`src/rtl/axi_pkg.sv`:
```
// Shared AXI encodings and bridge state type for the CPU-to-AXI master bridge.
package axi_pkg;

    localparam logic [1:0] BURST_INCR  = 2'b01;
    localparam logic [1:0] RESP_OKAY   = 2'b00;
    localparam logic [1:0] RESP_SLVERR = 2'b10;
    localparam logic [1:0] RESP_DECERR = 2'b11;

    typedef enum logic [2:0] {
        ST_IDLE  = 3'd0,
        ST_RADDR = 3'd1,
        ST_RDATA = 3'd2,
        ST_WREQ  = 3'd3,
        ST_WRESP = 3'd4,
        ST_DONE  = 3'd5
    } bridge_state_e;

    // AXI SIZE encoding for a full-width beat of data_w bits.
    function automatic logic [2:0] size_of(input int data_w);
        return 3'($clog2(data_w / 8));
    endfunction

endpackage

```
`src/rtl/axi_master_bridge.sv`:
```
// Converts one SRAM-style CPU port into single-outstanding AXI4 master
// transactions: burst reads for line fills, single-beat writes.
module axi_master_bridge
    import axi_pkg::*;
#(
    parameter int              ID_W      = 4,
    parameter logic [ID_W-1:0] MID       = {ID_W{1'b0}},
    parameter int              DATA_W    = 32,
    parameter int              BURST_LEN = 1
) (
    input  logic                          clk,
    input  logic                          rst,
    input  logic                          CS,
    input  logic                          OE,
    input  logic [DATA_W/8-1:0]           WEB,
    input  logic [31:0]                   A,
    input  logic [DATA_W-1:0]             DI,
    output logic [DATA_W-1:0]             DO,
    output logic [BURST_LEN*DATA_W-1:0]   LINE,
    output logic                          Stall,
    output logic                          rDone,
    output logic                          Err,
    output logic [ID_W-1:0]               AWID,
    output logic [31:0]                   AWADDR,
    output logic [3:0]                    AWLEN,
    output logic [2:0]                    AWSIZE,
    output logic [1:0]                    AWBURST,
    output logic                          AWVALID,
    input  logic                          AWREADY,
    output logic [DATA_W-1:0]             WDATA,
    output logic [DATA_W/8-1:0]           WSTRB,
    output logic                          WLAST,
    output logic                          WVALID,
    input  logic                          WREADY,
    input  logic [ID_W-1:0]               BID,
    input  logic [1:0]                    BRESP,
    input  logic                          BVALID,
    output logic                          BREADY,
    output logic [ID_W-1:0]               ARID,
    output logic [31:0]                   ARADDR,
    output logic [3:0]                    ARLEN,
    output logic [2:0]                    ARSIZE,
    output logic [1:0]                    ARBURST,
    output logic                          ARVALID,
    input  logic                          ARREADY,
    input  logic [ID_W-1:0]               RID,
    input  logic [DATA_W-1:0]             RDATA,
    input  logic [1:0]                    RRESP,
    input  logic                          RLAST,
    input  logic                          RVALID,
    output logic                          RREADY
);

    localparam int STRB_W   = DATA_W / 8;
    localparam int OFF_LSB  = $clog2(STRB_W);
    localparam int LINE_LSB = $clog2(BURST_LEN * STRB_W);
    localparam int BW       = (BURST_LEN > 1) ? $clog2(BURST_LEN) : 1;
    localparam logic [BW-1:0] LAST_BEAT = BW'(BURST_LEN - 1);

    bridge_state_e               state_q;
    logic [31:0]                 addr_q;
    logic [DATA_W-1:0]           wdata_q;
    logic [STRB_W-1:0]           wstrb_q;
    logic [BW-1:0]               crit_q;
    logic [BW-1:0]               beat_q;
    logic                        err_acc_q;
    logic [BURST_LEN*DATA_W-1:0] line_q;
    logic [DATA_W-1:0]           do_q;
    logic                        arvalid_q, rready_q, awvalid_q, wvalid_q, bready_q;
    logic                        rdone_q, err_q;

    logic wr_req_s, req_s, rresp_err_s, aw_ok_s, w_ok_s, unused_ids_s;

    assign wr_req_s     = ~&WEB;
    assign req_s        = CS & (wr_req_s | OE);
    assign rresp_err_s  = (RRESP != RESP_OKAY);
    // An address or data channel counts as finished once its valid has dropped
    // or it is handshaking this very cycle.
    assign aw_ok_s      = ~awvalid_q | AWREADY;
    assign w_ok_s       = ~wvalid_q | WREADY;
    assign unused_ids_s = ^{BID, RID, addr_q[OFF_LSB-1:0]};

    // Bridge FSM with registered channel handshake and completion outputs.
    always_ff @(posedge clk or negedge rst) begin
        if (!rst) begin
            state_q   <= ST_IDLE;
            addr_q    <= 32'd0;
            wdata_q   <= {DATA_W{1'b0}};
            wstrb_q   <= {STRB_W{1'b0}};
            crit_q    <= {BW{1'b0}};
            beat_q    <= {BW{1'b0}};
            err_acc_q <= 1'b0;
            line_q    <= {(BURST_LEN*DATA_W){1'b0}};
            do_q      <= {DATA_W{1'b0}};
            arvalid_q <= 1'b0;
            rready_q  <= 1'b0;
            awvalid_q <= 1'b0;
            wvalid_q  <= 1'b0;
            bready_q  <= 1'b0;
            rdone_q   <= 1'b0;
            err_q     <= 1'b0;
        end else begin
            case (state_q)
                ST_IDLE: begin
                    if (CS && wr_req_s) begin
                        addr_q    <= A;
                        wdata_q   <= DI;
                        wstrb_q   <= ~WEB;
                        err_acc_q <= 1'b0;
                        awvalid_q <= 1'b1;
                        wvalid_q  <= 1'b1;
                        state_q   <= ST_WREQ;
                    end else if (CS && OE) begin
                        addr_q    <= A;
                        crit_q    <= BW'((A >> OFF_LSB) & 32'(BURST_LEN - 1));
                        beat_q    <= {BW{1'b0}};
                        err_acc_q <= 1'b0;
                        arvalid_q <= 1'b1;
                        state_q   <= ST_RADDR;
                    end else begin
                        state_q   <= ST_IDLE;
                    end
                end
                ST_RADDR: begin
                    if (ARREADY) begin
                        arvalid_q <= 1'b0;
                        rready_q  <= 1'b1;
                        state_q   <= ST_RDATA;
                    end
                end
                ST_RDATA: begin
                    if (RVALID) begin
                        line_q[beat_q*DATA_W +: DATA_W] <= RDATA;
                        beat_q    <= beat_q + 1'b1;
                        err_acc_q <= err_acc_q | rresp_err_s;
                        if (RLAST || (beat_q == LAST_BEAT)) begin
                            // The final beat is not in line_q yet, so forward it.
                            do_q     <= (crit_q == beat_q) ? RDATA
                                                           : line_q[crit_q*DATA_W +: DATA_W];
                            err_q    <= err_acc_q | rresp_err_s;
                            rdone_q  <= 1'b1;
                            rready_q <= 1'b0;
                            state_q  <= ST_DONE;
                        end
                    end
                end
                ST_WREQ: begin
                    if (awvalid_q && AWREADY) begin
                        awvalid_q <= 1'b0;
                    end
                    if (wvalid_q && WREADY) begin
                        wvalid_q <= 1'b0;
                    end
                    if (aw_ok_s && w_ok_s) begin
                        bready_q <= 1'b1;
                        state_q  <= ST_WRESP;
                    end
                end
                ST_WRESP: begin
                    if (BVALID) begin
                        err_acc_q <= (BRESP != RESP_OKAY);
                        err_q     <= (BRESP != RESP_OKAY);
                        rdone_q   <= 1'b1;
                        bready_q  <= 1'b0;
                        state_q   <= ST_DONE;
                    end
                end
                ST_DONE: begin
                    rdone_q <= 1'b0;
                    err_q   <= 1'b0;
                    state_q <= ST_IDLE;
                end
                default: begin
                    arvalid_q <= 1'b0;
                    rready_q  <= 1'b0;
                    awvalid_q <= 1'b0;
                    wvalid_q  <= 1'b0;
                    bready_q  <= 1'b0;
                    rdone_q   <= 1'b0;
                    err_q     <= 1'b0;
                    state_q   <= ST_IDLE;
                end
            endcase
        end
    end

    // Stall is forced low while reset is held so a lingering CS cannot show through.
    assign Stall = rst & (((state_q == ST_IDLE) & req_s) |
                          ((state_q != ST_IDLE) & (state_q != ST_DONE)));

    assign DO      = do_q;
    assign LINE    = line_q;
    assign rDone   = rdone_q;
    assign Err     = err_q;

    assign AWID    = MID;
    assign AWADDR  = {addr_q[31:OFF_LSB], {OFF_LSB{1'b0}}};
    assign AWLEN   = 4'd0;
    assign AWSIZE  = size_of(DATA_W);
    assign AWBURST = BURST_INCR;
    assign AWVALID = awvalid_q;
    assign WDATA   = wdata_q;
    assign WSTRB   = wstrb_q;
    assign WLAST   = 1'b1;
    assign WVALID  = wvalid_q;
    assign BREADY  = bready_q;

    assign ARID    = MID;
    assign ARADDR  = {addr_q[31:LINE_LSB], {LINE_LSB{1'b0}}};
    assign ARLEN   = 4'(BURST_LEN - 1);
    assign ARSIZE  = size_of(DATA_W);
    assign ARBURST = BURST_INCR;
    assign ARVALID = arvalid_q;
    assign RREADY  = rready_q;

endmodule

```
`config.mk`:
```
export PLATFORM = sky130hd
export DESIGN_NAME = axi_master_bridge
export DESIGN_NICKNAME = d
export VERILOG_FILES = /design/src/rtl/axi_pkg.sv /design/src/rtl/axi_master_bridge.sv
export SDC_FILE = /design/constraint.sdc
export NUM_CORES = 1
export LEC_CHECK = 0
export CORE_MARGIN = 5
export CORE_UTILIZATION = 25
export CTS_BUF_LIST = sky130_fd_sc_hd__clkbuf_8
export DETAILED_ROUTE_END_ITERATION = 8
export GPL_ROUTABILITY_DRIVEN = 1
export HOLD_SLACK_MARGIN = 0.03
export MAX_ROUTING_LAYER = met4
export PLACE_DENSITY_LB_ADDON = 0.2
export SLEW_MARGIN = 20
export SYNTH_ARGS = -nofsm -noshare
export SYNTH_HDL_FRONTEND = slang
export SYNTH_SLANG_ARGS = --single-unit
```
`constraint.sdc`:
```
create_clock -name clk -period 4.2 [get_ports clk]
set_input_delay 0.63 -clock clk [delete_from_list [all_inputs] [get_ports clk]]
set_output_delay 0.63 -clock clk [all_outputs]
set_load 0.1 [all_outputs]
```
==> flow_summary.yaml <==
logic_synthesis:
  syn_inst: 493
  syn-cell-area_sq_um: 6530
  synth-simple-area-share_pct: 5.02
  ys_warn_count: 0
  yosys-top-cells-area: "dfrtp_1, mux2_4, buf_4"
  synth_top_area_share_pct: 54.4
  synth_top_family_by_area: "multiplexers"
  synth-adder-area-share_pct: 0
  yosysTopAreaCell: "dfrtp_1"
  syn_area_per_cell_sq_um: 13.2
  synth-seq-area-share_pct: 54.4
  synth_compound_area_share_pct: 5.90
  muxShareOfSynthArea_pct: 24.8
  synthArstFlopShare_pct: 100
  synth_edf_count: 0
  synth_xor_area_share_pct: 0
  synth_seq_cells: 142
  synthFlopType: "dfrtp_1"
  synth_cell_types: 41
timing:
  hold_viol_final: 0
  finalSetupViolations: 0
  relSlewSlack_pct: 27.3
  fin_crit_sh_pct: 63.9
  worst_hold_slack_ns: 0.482
  setup_tns_ns: 0
  period_needed_ns: 2.69
  drv_slew: 0
  finalClockSkew_ns: 0.0146
  rsz0062_at_grt: "no"
  max_slew.worst_pin.slew_ns: 1.09
  max_clock_freq_ghz: 0.372
worst_hold_path:
  whs_endpoint: "DO[14]$_DFFE_PN0P_"
  worstHoldStart: "DO[14]$_DFFE_PN0P_"
  min_path_type: "reg -> reg"
  whs_path_depth: 2
clock_tree:
  clkTransAtPathRegs_ns: 0.08
  cts_hold_buffers: 1
  cts_max_path_buffers: 2
  post_cts_resized: 0
  root_buffer: "clkbuf_8"
  clock_sinks: 142
  postCtsSetupBuffers: 0
  htreeDepth: 4
  cts_tree: "done"
  clkLatencyLatePin_ns: 0.44
  cts_buffers: 17
route:
  ant_nets: 0
  drt_pass1_iterations: 4
  via_count: 4550
  drt_iter0_drc: 186
  wirelength_um: 18600
  drc: 0
  vias_per_cell: 4.17
  routedWlPerCell_um: 17.1
layout:
  layout.nets: 864
  area_delta_synth_final_pct: 48.4
  drive_above_1_share_pct: 15.5
place:
  place_congestion: 0.768
  port-buffer-count: 279
  post-dp-hpwl_um: 13800
critical_path:
  end_kind: "primary output"
  reg2reg_to: "LINE[22]$_DFFE_PN0P_"
  reg2reg_slack_ns: 1.65
  worst_ep_required_time_ns: 3.57
  reg2regPathDepth: 5
  timing.rr.start: "state_q[0]$_DFFE_PN0P_"
  worst-setup-path-type: "in -> out"
  critPathLaunchType: "primary input"
  critPathMaxFanout: 5
  arrival_ns: 2.06
global_routing:
  grt_pass1_wl_um: 27800
  grt_overflow_total: 0
  grt_pass1_vias: 4841
  grt_use_total_pct: 12.5
  grt_start_max_net_pins: 69
  antenna_found_initial: 1
floorplanning:
  initial_core_util_pct: 25.2
  pin_count: 321
  dieArea_sq_um: 29400
  die_h_um: 172
  num_rows: 59
  design.core.area_sq_um: 25900
  die_x_um: 172
job:
  maxCapViolCount: 0
status:
  outcome: "complete, no violations"
[routing by layer]
metal  up-vias  global-route usage (%)  routed length [um]
met2       185                    20.0                9150
met3        12                    4.85                1790
li1       2124                       -                   -
met5         -                       -                   0
met4         0                    2.93                 183
met1      2229                    15.1                7490
[cell usage after synthesis (2+ instances only)]
cell type  instances
conb_1             2
a31oi_1            2
dfrtp_1          142
nand4_1            4
a311oi_1           2
mux2_2             9
mux2_4            59
a21oi_1            6
buf_2             10
o21ai_0           46
clkbuf_1           5
mux2_1            27
mux2i_1           33
nand2_1           44
inv_1              3
nand2b_1           3
nand3_1            3
buf_4             64
nor2_1             2
buf_6              6
[placed cells by master, fill, tap and decap left out, types with 2 or more instances in the layout]
master           synthesis  layout
clkdlybuf4s50_1          0     277
mux2_4                  59      59
a31oi_1                  2       2
nand2b_1                 3       3
a311oi_1                 2       2
inv_1                    3       3
mux2_1                  27      27
inv_6                    0       4
nand3_1                  3       2
clkbuf_8                 0      19
mux2i_1                 33      33
a21oi_1                  6       6
clkinvlp_4               0       4
clkinv_4                 0       2
dfrtp_1                142     141
conb_1                   2      31
mux2_2                   9       9
nand2_1                 44      44
o21ai_0                 46      46
nor2_1                   2       2
nand4_1                  4       4
buf_4                   64       7
[layout make-up]
class | count | area (sq um)
fill | 2499 | 16200
clock buffer | 19 | 262
inverter | 4 | 15.0
tap | 335 | 419
sequential | 142 | 3550
timing repair buffer | 286 | 2850
multi-input combinational | 291 | 2460
antenna | 1 | 2.50
clock inverter | 13 | 129
[kinds of logic (layout without fill, tap and decap cells)]
| group | count (synthesis) | in the layout |
|---|---|---|
| DFF | 142 | 142 |
| other | 2 | 32 |
| buffers and inverters | 89 | 322 |
| AOI/OAI and AO/OA | 66 | 66 |
| and+or+nand+nor | 66 | 66 |
| muxes | 128 | 128 |
[worst max path at each step]
stage / from / endpoint / slack, ns / cells past startpoint
2_1_floorplan: WEB[3] / Stall / 1.12 / 3
3_3_place_gp: RVALID / LINE[15]$_DFFE_PN0P_ / 1.17 / 6
3_5_place_dp: RVALID / LINE[15]$_DFFE_PN0P_ / 1.15 / 6
4_1_cts: rDone$_DFFE_PN0P_ / rDone / 1.48 / 1
5_1_grt: WEB[1] / Stall / 1.37 / 5
6_report: WEB[1] / Stall / 1.51 / 5
[worst max-delay path, stage by stage]
cell	delay (ns)
clkdlybuf4s50_1	0.49
nand4_1	0.32
o21ai_0	0.27
a21oi_1	0.09
buf_4	0.24
[through the flow]
stage	instance area (sq um)	utilization, %	instances	worst slack (ns)
final	9680	37.4	1091	1.51
after global routing	9680	37.4	1091	1.37
after CTS	9680	37.4	1090	1.48
after detailed placement	9280	35.8	1057	1.15
after global placement	9280	35.8	1057	1.17
after floorplan	6640	-	522	1.12
[registers in the layout, summed over array words and instances (netlist names)]
name and flops:
DO 32, LINE 32, WDATA 32, addr_q 30
WSTRB 4, state_q 3, ARVALID 1, AWVALID 1
BREADY 1, Err 1, RREADY 1, WVALID 1
beat_q 1, err_acc_q 1, rDone 1
Power is not shown: default switching activity piles up to over one toggle a cycle in this logic, so the estimate is an artifact.
